--- config.mk ---
export PLATFORM = sky130hd
export DESIGN_NAME = bcd_countdown_timer
export DESIGN_NICKNAME = d
export VERILOG_FILES = /design/src/rtl/timer_pkg.sv /design/src/rtl/bcd_down_digit.sv /design/src/rtl/bcd_countdown_timer.sv
export SDC_FILE = /design/constraint.sdc
export NUM_CORES = 1
export LEC_CHECK = 0
export ABC_CLOCK_PERIOD_IN_PS = 2550
export BUFFER_PORTS_ARGS = -buffer_cell sky130_fd_sc_hd__buf_4
export CELL_PAD_IN_SITES_DETAIL_PLACEMENT = 1
export CELL_PAD_IN_SITES_GLOBAL_PLACEMENT = 1
export CORE_MARGIN = 2
export CORE_UTILIZATION = 40
export CTS_CLUSTER_SIZE = 30
export DETAILED_ROUTE_END_ITERATION = 12
export PLACE_DENSITY_LB_ADDON = 0.1
export RECOVER_POWER = 25
export SYNTH_ARGS = -nofsm -noshare
export SYNTH_HDL_FRONTEND = slang
export SYNTH_SLANG_ARGS = --single-unit
export TNS_END_PERCENT = 20
--- constraint.sdc ---
create_clock -name clock -period 2.55 [get_ports clock]
set_clock_uncertainty 0.05 [all_clocks]
set_input_delay 0.3825 -clock clock [delete_from_list [all_inputs] [get_ports clock]]
set_output_delay 0.3825 -clock clock [all_outputs]
set_load 0.1 [all_outputs]
--- src/rtl/timer_pkg.sv ---
// Shared types and constants for the BCD countdown timer.
package timer_pkg;

  typedef enum logic {
    IDLE = 1'b0,
    RUN  = 1'b1
  } state_t;

  localparam int unsigned DIGIT_W         = 4;
  localparam int unsigned SEC_TENS_IDX    = 1;
  localparam int unsigned RELOAD_SEC_TENS = 5;
  localparam int unsigned RELOAD_DEFAULT  = 9;

  // Keypad codes above 9 are not valid BCD; saturate them to 9.
  function automatic logic [DIGIT_W-1:0] clamp_bcd(input logic [DIGIT_W-1:0] d);
    return (d > DIGIT_W'(9)) ? DIGIT_W'(9) : d;
  endfunction

endpackage

--- src/rtl/bcd_down_digit.sv ---
// One BCD down-counting digit with parallel load and a borrow out to the next digit.
module bcd_down_digit
  import timer_pkg::*;
#(
  parameter int unsigned RELOAD = RELOAD_DEFAULT
) (
  input  logic               clock,
  input  logic               clear,
  input  logic               dec,
  input  logic               load,
  input  logic [DIGIT_W-1:0] load_val,
  output logic [DIGIT_W-1:0] q,
  output logic               borrow_out
);

  always_comb borrow_out = dec & (q == '0);

  always_ff @(posedge clock) begin
    if (clear) begin
      q <= '0;
    end else if (load) begin
      q <= load_val;
    end else if (dec) begin
      q <= (q == '0) ? DIGIT_W'(RELOAD) : q - DIGIT_W'(1);
    end
  end

endmodule

--- src/rtl/bcd_countdown_timer.sv ---
// MM:SS-style BCD countdown timer: keypad digit shift-in, prescaled one-second
// decrement, pause via enable, and a single-cycle done pulse on reaching zero.
module bcd_countdown_timer
  import timer_pkg::*;
#(
  parameter int unsigned NUM_DIGITS = 4,
  parameter int unsigned TICK_DIV   = 100
) (
  input  logic                          clock,
  input  logic                          clear,
  input  logic [DIGIT_W-1:0]            data_in,
  input  logic                          loadn,
  input  logic                          start,
  input  logic                          enable,
  output logic [DIGIT_W*NUM_DIGITS-1:0] digits,
  output logic                          zero,
  output logic                          running,
  output logic                          done
);

  localparam int unsigned CNT_W = DIGIT_W * NUM_DIGITS;
  localparam int unsigned PRE_W = (TICK_DIV > 1) ? $clog2(TICK_DIV) : 1;

  state_t             state;
  state_t             next_state;
  logic [PRE_W-1:0]   pre;
  logic [PRE_W-1:0]   pre_next;
  logic               shift_c;
  logic               start_c;
  logic               tick_c;
  logic               finish_c;
  logic               count_is_one_c;
  logic [CNT_W-1:0]   shift_val_c;
  logic [NUM_DIGITS:0] dec_chain;

  always_comb begin
    count_is_one_c = (digits == CNT_W'(1));
    shift_val_c    = {digits[CNT_W-DIGIT_W-1:0], clamp_bcd(data_in)};
  end

  // State register
  always_ff @(posedge clock) begin
    if (clear) begin
      state <= IDLE;
    end else begin
      state <= next_state;
    end
  end

  // Next-state logic; a borrow out of the top digit also stops the run as a guard.
  always_comb begin
    next_state = state;
    case (state)
      IDLE: if (start_c) next_state = RUN;
      RUN:  if (finish_c || dec_chain[NUM_DIGITS]) next_state = IDLE;
      default: next_state = IDLE;
    endcase
  end

  // Control decode: shift, start, prescaler advance and decrement tick.
  always_comb begin
    shift_c  = 1'b0;
    start_c  = 1'b0;
    tick_c   = 1'b0;
    finish_c = 1'b0;
    pre_next = pre;
    case (state)
      IDLE: begin
        shift_c = !loadn;
        start_c = loadn && start && !zero;
        if (start_c) pre_next = '0;
      end
      RUN: begin
        if (enable) begin
          if (pre == PRE_W'(TICK_DIV - 1)) begin
            tick_c   = 1'b1;
            pre_next = '0;
          end else begin
            pre_next = pre + PRE_W'(1);
          end
        end
        finish_c = tick_c && count_is_one_c;
      end
      default: ;
    endcase
  end

  assign dec_chain[0] = tick_c;

  for (genvar i = 0; i < NUM_DIGITS; i++) begin : g_digit
    localparam int unsigned RELOAD_I =
      (i == SEC_TENS_IDX) ? RELOAD_SEC_TENS : RELOAD_DEFAULT;

    bcd_down_digit #(
      .RELOAD(RELOAD_I)
    ) u_digit (
      .clock     (clock),
      .clear     (clear),
      .dec       (dec_chain[i]),
      .load      (shift_c),
      .load_val  (shift_val_c[DIGIT_W*i +: DIGIT_W]),
      .q         (digits[DIGIT_W*i +: DIGIT_W]),
      .borrow_out(dec_chain[i+1])
    );
  end

  // Prescaler and registered status outputs, updated alongside the digits.
  always_ff @(posedge clock) begin
    if (clear) begin
      pre     <= '0;
      zero    <= 1'b1;
      running <= 1'b0;
      done    <= 1'b0;
    end else begin
      pre     <= pre_next;
      running <= (next_state == RUN);
      done    <= finish_c;
      if (shift_c) begin
        zero <= (shift_val_c == '0);
      end else if (finish_c) begin
        zero <= 1'b1;
      end
    end
  end

endmodule
==> flow_metrics.tcl, run 1 <==
set metrics [dict create \
    tightest_slew_ps 1160 \
    slowest_stage "or4_1" \
    arrival_ps 2290 \
    worst_setup_path_start_kind "flip-flop" \
    areaGrowthSynthToFinish_pct 16.9 \
    hpwl_um 3230 \
    cts_tree "done" \
    outcome "finished clean" \
    initial_core_util_pct 41.0 \
    fp.dieH_um 65.1 \
    crit_chain "ha_1 > nor2b_1 > nand4_1 > buf_4 > or4_1 > a311oi_1" \
    overflow 0 \
    dp.cells 244 \
    placed_cell_area_um2 1740 \
    fillCellCount 466 \
    worstHoldPathType "in -> reg" \
    setup_tns_ps 0 \
    utilization_pct 48.0 \
    firstDrtPassIters 4 \
    rsz0062_at_grt "no" \
    synth-seq-cells 26 \
    grt_start_max_net_pins 28 \
    clk_latency_ps 270 \
    cp_max_fo 12 \
    cp.depth 6 \
    post_drt_wl_per_cell_um 17.2 \
    die_w_um 65.1 \
    grt_pass1_vias 1446 \
    setup_violations 0 \
    ant_nets 0 \
    p_leak_nw 0.599 \
    endpoint_kind "flip-flop" \
    num_antenna_cells 0 \
    grtUsageTotal_pct 21.7 \
    grt_pass1_wl_um 7180 \
    clk_pin_slew_ps 90 \
    slowest_delay_ps 470 \
    synth_warnings 0 \
    drive_gt1_share_pct 17.1 \
    critPathKind "reg -> reg" \
    core-area_um2 3630 \
    r2r_slack_ps 390 \
    numPortBuffers 27 \
    holdBufCountCts 0 \
    root_buffer "clkbuf_8" \
    seq_area_um2 520 \
    hold_viol_final 0 \
    gp_congestion 0.786 \
    ys_seq_area_share_pct 34.9 \
    final.min_clock_period_ps 2160 \
    via_per_inst 6.01 \
    max_slew_margin_pct 23.1 \
    antenna_found_initial 0 \
    ctsLongestPathBuffers 2 \
    cellPowerDensity_nw_per_um2 586 \
    path_delay_family "simple AND/OR/NAND/NOR gates" \
    synth_nets 185 \
    die_area_um2 4230 \
    rr_endpoint "g_digit[2].u_digit.q[2]$_SDFFE_PP0P_" \
    syn_avg_cell_area_um2 8.52 \
    clock_sinks 26 \
    setup.worst_path.start "pre[0]$_SDFFE_PP0P_" \
    max_freq_mhz 462 \
    ys.flop_type "dfxtp_1" \
    drc_errors 0 \
    peakVddDrop_v 0.000268 \
    cp_data_required_time_ps 2680 \
    post-place-ws_ps 393 \
    dr.first_iter.drc_count 62 \
    postRouteWirelength_um 4250 \
    fin_cells 247 \
    rows 22 \
    cts_resized 0 \
    multiInputGateArea_um2 912 \
    finalCritPeriodShare_pct 84.9 \
    cts-buffers-inserted 3 \
    nets 211 \
    synth-edff-count 0 \
    synthCells 175 \
    r2r_cells 6 \
    setup.worst_path.end "g_digit[2].u_digit.q[2]$_SDFFE_PP0P_" \
    fin_ws_ps 386 \
    r2r-start "pre[0]$_SDFFE_PP0P_" \
    via_count 1485 \
    final_area_um2 1740 \
    slew_violations 0 \
    io_pins 28 \
    cts_post_setup_buffers_inserted 0 \
    synthArstFlopShare_pct 0 \
    drv_cap 0 \
    syn_area_um2 1490 \
    synth.distinct_cells 51 \
    cts_max_level 1 \
    cp_num_buf_inv 1 \
]
==> cells by family after synthesis <==
kind of cell	Yosys count	share of synthesized area (%)
flops	26	34.9
fa+ha+maj	1	0.839
mux	2	1.34
compound gates	52	25.2
xor+xnor	5	2.94
simple gates	76	30.9
buf+inv	13	3.94
==> cells in the final DEF (no fill, tap or decap), types with 4 or more instances in the layout <==
cell type,n
a41oi_1,4
a211oi_1,7
nor2_1,25
nand2_1,12
dfxtp_1,26
or4_1,5
o31ai_1,4
xnor2_1,5
o21ai_1,4
buf_4,22
a311oi_1,8
a21oi_1,10
clkbuf_1,9
==> worst min-delay path: cells and delay by family <==
| kind | cells | cell delay (ps) |
|---|---|---|
| and+or+nand+nor | 1 | 90 |
| buffers and inverters | 1 | 120 |
| AOI/OAI and AO/OA | 1 | 70 |
==> sequential cells by signal, summed over array words and instances (netlist names) <==
| register | count |
|---|---|
| zero | 1 |
| running | 1 |
| done | 1 |
| pre | 7 |
| g_digit.u_digit.q | 16 |
==> worst min path at each step <==
stage	start	end	slack (ps)	depth (start not counted)
finish	start	running$_SDFF_PP0_	380	3
global route	start	running$_SDFF_PP0_	380	3
CTS	start	running$_SDFF_PP0_	370	3
detailed placement	pre[6]$_SDFFE_PP0P_	pre[6]$_SDFFE_PP0P_	460	1
global placement	pre[6]$_SDFFE_PP0P_	pre[6]$_SDFFE_PP0P_	430	1
floorplan	pre[6]$_SDFFE_PP0P_	pre[6]$_SDFFE_PP0P_	420	1
==> synthesized netlist by cell type (2+ instances only) <==
library cell,count,area [um2]
a211oi_1,7,52.6
a21oi_1,10,50.1
a311oi_1,8,70.1
a41oi_1,4,35.0
and2_1,2,12.5
buf_2,2,10.0
clkbuf_1,6,22.5
dfxtp_1,26,521
inv_1,3,11.3
mux2i_1,2,20.0
nand2_1,12,45.0
nand3_1,3,15.0
nand4_1,3,18.8
nor2_1,25,93.8
nor3_1,3,15.0
nor4_1,3,18.8
nor4_2,2,25.0
nor4_4,2,42.5
o21ai_0,3,15.0
o21ai_1,4,20.0
o31ai_1,4,30.0
or2_1,2,12.5
or3_1,3,18.8
or4_1,5,37.5
xnor2_1,5,43.8
==> report_power, final <==
group | internal (mW) | switching (mW)
clock network | 0.106 | 0.128
registers | 0.427 | 0.0400
logic | 0.0802 | 0.241
total | 0.613 | 0.410
==> through the flow <==
step	hold WS, ps	total power [mW]
5_1_grt	381	1.07
6_report	381	1.02
3_3_place_gp	433	0.800
2_1_floorplan	415	0.725
3_5_place_dp	459	0.805
4_1_cts	370	1.04
==> metal layers <==
layer  track usage (%)  wire [um]  part of all wire, %
met4              5.47         30                 0.71
met2              36.1       2050                   48
met1              29.8       2070                   49
met3              2.60        103                  2.4
met5                 0          0                    0
==> final cells by class <==
cell class	count	area share, %
multi-input cells	136	52.3
inverters	3	0.646
flip-flops and latches	26	29.8
clock buffers	3	2.37
well taps	48	3.44
repair buffers	31	11.4
Note: power is estimated with default switching activity, not from simulation.
==> run 2, diff against run 1 <==
ABC_AREA = 1   (was not set)
ABC_CLOCK_PERIOD_IN_PS = 2100   (was 2550)
CORE_UTILIZATION = 38   (was 40)
clock period = 2.1 ns   (was 2.55 ns; I/O delays follow)
==> run 2 against run 1 <==
Die area is 13% higher. Fmax is 28% higher. Largest cell class unchanged. Non-clock buffer count is 3 lower. Global-route usage is 1.6 points lower. Critical endpoint is now g_digit[2].u_digit.q[0]$_SDFFE_PP0P_. Cell count is 34% higher. Worst setup slack better by 28 ps. Combinational power is 50% higher. Routed wire length is 8.1% higher. Sequential share of layout area is 2.3 points lower. Cell area is 8.5% higher. Highest routed layer unchanged. Core utilization is 1.0 points lower.
==> flow_metrics.tcl, run 2 <==
set metrics [dict create \
    cp_max_fo 5 \
    initial_core_util_pct 39.9 \
    cts_resized 0 \
    synthArstFlopShare_pct 0 \
    clk_pin_slew_ps 90 \
    synth-edff-count 0 \
    yosys-top-cells-count "64 x nand2_1, 42 x nor2_1, 26 x dfxtp_1" \
    hpwl_um 3560 \
    rows 23 \
    synth_nets 263 \
    via_count 1674 \
    final.min_clock_period_ps 1690 \
    synth_warnings 0 \
    overflow 0 \
    setup_violations 0 \
    grt_pass1_vias 1719 \
    syn_avg_cell_area_um2 6.35 \
    die_w_um 69.0 \
    gp_congestion 0.788 \
    setup_tns_ps 0 \
    intPower_mw 0.886 \
    largest_register "g_digit.u_digit.q" \
    holdCritStartpoint "clear" \
    via_per_inst 5.07 \
    grt_pass1_wl_um 7970 \
    postRouteWirelength_um 4600 \
    hold_viol_final 0 \
    cellPowerDensity_nw_per_um2 776 \
    largest_reg_flops 16 \
    num_antenna_cells 0 \
    firstDrtPassIters 4 \
    drv_cap 0 \
    combPwrFrac_pct 32.9 \
    rr_endpoint "g_digit[2].u_digit.q[0]$_SDFFE_PP0P_" \
    post-place-ws_ps 422 \
    clk_latency_ps 280 \
    ctsLongestPathBuffers 2 \
    endpoint_kind "flip-flop" \
    yosys.area.top_type "dfxtp_1" \
    sw_frac_of_total_pct 39.7 \
    nets 291 \
    synth.distinct_cells 34 \
    syn_area_um2 1610 \
    worstHoldPathType "in -> reg" \
    slew_violations 0 \
    yosysMostFrequentCell "nand2_1" \
    setup.worst_path.end "g_digit[2].u_digit.q[0]$_SDFFE_PP0P_" \
    setup.worst_path.start "pre[0]$_SDFFE_PP0P_" \
    outcome "finished clean" \
    synth-seq-cells 26 \
    pwr-share-seq_pct 37.9 \
    r2r_cells 10 \
    biggestRegsByFlops "g_digit.u_digit.q (16), pre (7)" \
    cts_tree "done" \
    fin_ws_ps 414 \
    core-area_um2 4030 \
    worst_setup_path_start_kind "flip-flop" \
    cp_data_required_time_ps 2220 \
    max_freq_mhz 593 \
    r2r_slack_ps 410 \
    root_buffer "clkbuf_8" \
    rsz0062_at_grt "no" \
    fillCellCount 566 \
    max_slew_margin_pct 64.1 \
    die_area_um2 4760 \
    pwr-share-clk_pct 29.2 \
    grtUsageTotal_pct 20.1 \
    cts_max_level 1 \
    synth_top_area_share_pct 32.4 \
    r2r-start "pre[0]$_SDFFE_PP0P_" \
    ant_nets 0 \
    clock_sinks 26 \
    final_common_cell "nand2_1" \
    critPathKind "reg -> reg" \
    tightest_slew_ps 540 \
    p_switching_mw 0.583 \
    ys.flop_type "dfxtp_1" \
    dr.first_iter.drc_count 51 \
    cts_post_setup_buffers_inserted 0 \
    arrival_ps 1800 \
    peakVddDrop_v 0.000292 \
    holdBufCountCts 0 \
    fp.dieH_um 69.0 \
    numPortBuffers 27 \
    drive_gt1_share_pct 20.0 \
    post_drt_wl_per_cell_um 13.9 \
    antenna_found_initial 0 \
    synthTopCellsByArea "dfxtp_1 32%, nand2_1 15%, nor2_1 9.8%, o21ai_0 5.9%, a21oi_1 5.6%" \
    io_pins 28 \
    p_leak_nw 0.890 \
    synthCells 253 \
    ys_seq_area_share_pct 32.4 \
    areaGrowthSynthToFinish_pct 17.8 \
    drc_errors 0 \
    grt_start_max_net_pins 24 \
    final_cell_mix "64 x nand2_1, 42 x nor2_1, 26 x dfxtp_1" \
    cts-buffers-inserted 3 \
    finalCritPeriodShare_pct 80.3 \
]
==> run 2: cell types whose count changed in the layout (fill, tap and decap cells not counted), sizes merged, moves of 6 or more <==
cell | before | now
a211oi | 8 | 0
a21oi | 10 | 19
a311oi | 8 | 0
inv | 3 | 30
nand2 | 12 | 71
nand3 | 3 | 15
nor2 | 25 | 47
nor4 | 7 | 0
o21ai | 7 | 20
or4 | 6 | 0
==> run 2: logic make-up after synthesis <==
group | after synthesis | synth area share, %
buffers and inverters | 36 | 9.35
adders and majority gates | 1 | 0.779
DFF | 26 | 32.4
and+or+nand+nor | 141 | 40.6
xor gates and xnor gates | 2 | 1.09
AOI/OAI and AO/OA | 47 | 15.8
==> run 2: stage by stage <==
step	total power, mW	hold slack (ps)	utilization, %	instances	cell area, um2
finish	1.47	268	47.0	330	1890
global route	1.55	274	47.0	330	1890
CTS	1.48	269	47.6	330	1920
detailed placement	1.06	456	45.8	326	1850
global placement	1.06	436	45.8	326	1850
floorplan	0.949	419	-	253	1610
==> run 2: layout make-up <==
type / instances / area (um2) / share of cell area, %
timing repair buffer: 28 / 185 / 9.78
clock buffer: 3 / 41.3 / 2.18
sequential: 26 / 520 / 27.5
clock inverter: 1 / 30.0 / 1.59
multi-input combinational: 191 / 936 / 49.4
inverter: 31 / 118 / 6.21
tap: 50 / 62.6 / 3.30
==> run 2: power groups by stage <==
| stage | sequential, mW | clock, mW | combinational [mW] |
|---|---|---|---|
| CTS | 0.558 | 0.428 | 0.494 |
| detailed placement | 0.569 | 0 | 0.492 |
| global route | 0.564 | 0.458 | 0.526 |
| finish | 0.557 | 0.428 | 0.483 |
| global placement | 0.568 | 0 | 0.488 |
| floorplan | 0.754 | 0 | 0.196 |
==> run 2: metal layers <==
metal	wire, um	share of wire [%]	vias to the layer above	GRT usage (%)
met1	2220	48	787	25.7
met4	36	0.78	0	4.36
li1	-	-	863	-
met2	2240	49	19	36.0
met3	104	2.3	5	2.49
met5	0	0	-	0
==> run 2: how the worst min path moves through the flow <==
stage	depth (start not counted)	to
6_report	2	g_digit[1].u_digit.q[3]$_SDFFE_PP0P_
5_1_grt	2	running$_SDFF_PP0_
4_1_cts	2	g_digit[1].u_digit.q[3]$_SDFFE_PP0P_
3_5_place_dp	2	pre[4]$_SDFFE_PP0P_
3_3_place_gp	2	pre[4]$_SDFFE_PP0P_
2_1_floorplan	2	pre[4]$_SDFFE_PP0P_
==> run 2: critical path, cell delays in order, from the launching register on <==
cell     delay, ps
dfxtp_1        410
ha_1           230
nand2_1        100
nor2_2         160
nand3_4        150
nor2_8         140
nand2_2         90
nand2_4         80
inv_2           40
nor2_1          90
nor2_1          50
==> run 3, diff against run 2 <==
ABC_CLOCK_PERIOD_IN_PS = 1600   (was 2100)
clock period = 1.6 ns   (was 2.1 ns; I/O delays follow)
==> run 3 against run 2 <==
Cell count grew 1.8%. Worst setup slack lost 330 ps. Sequential share of layout area is essentially flat. First-iteration DRC count shrank 9.8%. Largest power group unchanged. Flip-flop and latch count is the same.
==> flow_metrics.tcl, run 3 (synthesis gave the netlist of run 2 again) <==
set metrics [dict create \
    hpwl_um 3580 \
    tightest_slew_ps 542 \
    r2r-start "pre[1]$_SDFFE_PP0P_" \
    dr.first_iter.drc_count 46 \
    met1_length_um 2290 \
    final_common_cell "nand2_1" \
    routed.top_layer "met4" \
    cp_max_fo 5 \
    rr_endpoint "g_digit[3].u_digit.q[1]$_SDFFE_PP0P_" \
    post-place-ws_ps 23.1 \
    r2r_slack_ps 90 \
    final.min_clock_period_ps 1510 \
    nets 297 \
    endpoint_kind "flip-flop" \
    final_cell_mix "63 x nand2_1, 38 x nor2_1, 24 x buf_4" \
    antenna_found_initial 0 \
    areaGrowthSynthToFinish_pct 24.8 \
    outcome "finished clean" \
    holdPathStages 2 \
    p_total_mw 1.90 \
    max_slew_margin_pct 64.0 \
    slowest_stage "dfxtp_2" \
    root_buffer "clkbuf_8" \
    fp.dieH_um 69.0 \
    finalCritPeriodShare_pct 94.5 \
    initial_core_util_pct 39.9 \
    cts_max_level 1 \
    arrival_ps 1640 \
    clock_sinks 26 \
    post_drt_wl_per_cell_um 13.9 \
    wl_met3_um 86 \
    num_antenna_cells 0 \
    holdCritStartpoint "clear" \
    fin_cells 336 \
    ctsLongestPathBuffers 2 \
    firstDrtPassIters 4 \
    postRouteWirelength_um 4670 \
    max_freq_mhz 662 \
    cellPowerDensity_nw_per_um2 948 \
    holdPathEnd "g_digit[1].u_digit.q[3]$_SDFFE_PP0P_" \
    cp_data_required_time_ps 1730 \
    core-area_um2 4030 \
    largest_register "g_digit.u_digit.q" \
    overflow 0 \
    hold_viol_final 0 \
    clk_pin_slew_ps 100 \
    grt_pass1_vias 1754 \
    clk_latency_ps 280 \
    grt_pass1_wl_um 8270 \
    largest_reg_flops 16 \
    peakVddDrop_v 0.000417 \
    worst_setup_path_start_kind "flip-flop" \
    critPathKind "reg -> reg" \
    slew_violations 0 \
    crit_chain "ha_2 > nand2_2 > nor2_4 > nand3_4 > nor2_8 > nand2_4 > nand2_4 > inv_2 > nor2_2 > nor2_1" \
    ant_nets 0 \
    gp_congestion 0.827 \
    dp.cells 332 \
    worstHoldPathType "in -> reg" \
    io_pins 28 \
    slowest_delay_ps 340 \
    biggestRegsByFlops "g_digit.u_digit.q (16), pre (7)" \
    die_area_um2 4760 \
    fin_ws_ps 88.4 \
    die_w_um 69.0 \
    setup_violations 0 \
    via_per_inst 5.04 \
    via_count 1695 \
    p_leak_nw 0.946 \
    drv_cap 0 \
    drive_gt1_share_pct 30.4 \
    rows 23 \
    rsz0062_at_grt "yes" \
    cts-buffers-inserted 3 \
    grt_start_max_net_pins 17 \
    dr_wl_met2_um 2260 \
    utilization_pct 49.8 \
    drc_errors 0 \
    crit_top_cell "nand2_4" \
    cts_tree "done" \
    r2r_cells 10 \
    numPortBuffers 27 \
    grtUsageTotal_pct 21.0 \
]
run 3: repair_timing:
item                                    4_1_cts  5_1_grt
hold buffers                                  0        0
endpoints found under the setup margin        0       14
gates resized for setup                       0       14
buffers inserted                              0        0
run 3: area by class of cell:
| cell class | count | area (um2) |
|---|---|---|
| clock buffers | 4 | 66.3 |
| fillers | 567 | 2020 |
| inverters | 31 | 118 |
| multi-input cells | 191 | 976 |
| flip-flops and latches | 26 | 552 |
| well taps | 50 | 62.6 |
| repair buffers | 34 | 230 |
run 3: metrics by stage:
step / instance area [um2] / TNS (ps) / hold WS, ps
finish: 2000 / 0 / 183
global route: 2000 / -58.7 / 199
CTS: 1990 / 0 / 180
detailed placement: 1920 / 0 / 439
global placement: 1920 / 0 / 422
floorplan: 1640 / -363 / 342
run 3: routing by layer:
metal / GRT usage [%] / vias to the layer above
met1: 29.1 / 794
met4: 4.14 / 0
met5: 0 / -
met3: 2.49 / 4
met2: 35.0 / 19
li1: - / 878
run 3: worst max-delay path by stage:
stage	startpoint	slack, ps	endpoint	cells past startpoint
final	pre[1]$_SDFFE_PP0P_	90	g_digit[3].u_digit.q[1]$_SDFFE_PP0P_	10
after global routing	pre[0]$_SDFFE_PP0P_	-20	g_digit[2].u_digit.q[0]$_SDFFE_PP0P_	8
after CTS	pre[1]$_SDFFE_PP0P_	2	g_digit[2].u_digit.q[3]$_SDFFE_PP0P_	8
after detailed placement	pre[1]$_SDFFE_PP0P_	20	g_digit[2].u_digit.q[3]$_SDFFE_PP0P_	8
after global placement	pre[1]$_SDFFE_PP0P_	100	g_digit[2].u_digit.q[3]$_SDFFE_PP0P_	8
after floorplan	zero$_SDFFE_PP1P_	-70	pre[2]$_SDFFE_PP0P_	6
run 3: power by group:
group / switching [mW] / internal, mW
clock: 0.237 / 0.273
sequential: 0.0472 / 0.689
combinational: 0.499 / 0.156
total: 0.783 / 1.12
run 3: critical path, delay by kind of cell, from the launching register on:
family	cells	cell delay (ps)
adders and majority gates	1	180
DFF	1	340
and+or+nand+nor	8	780
buffers and inverters	1	50
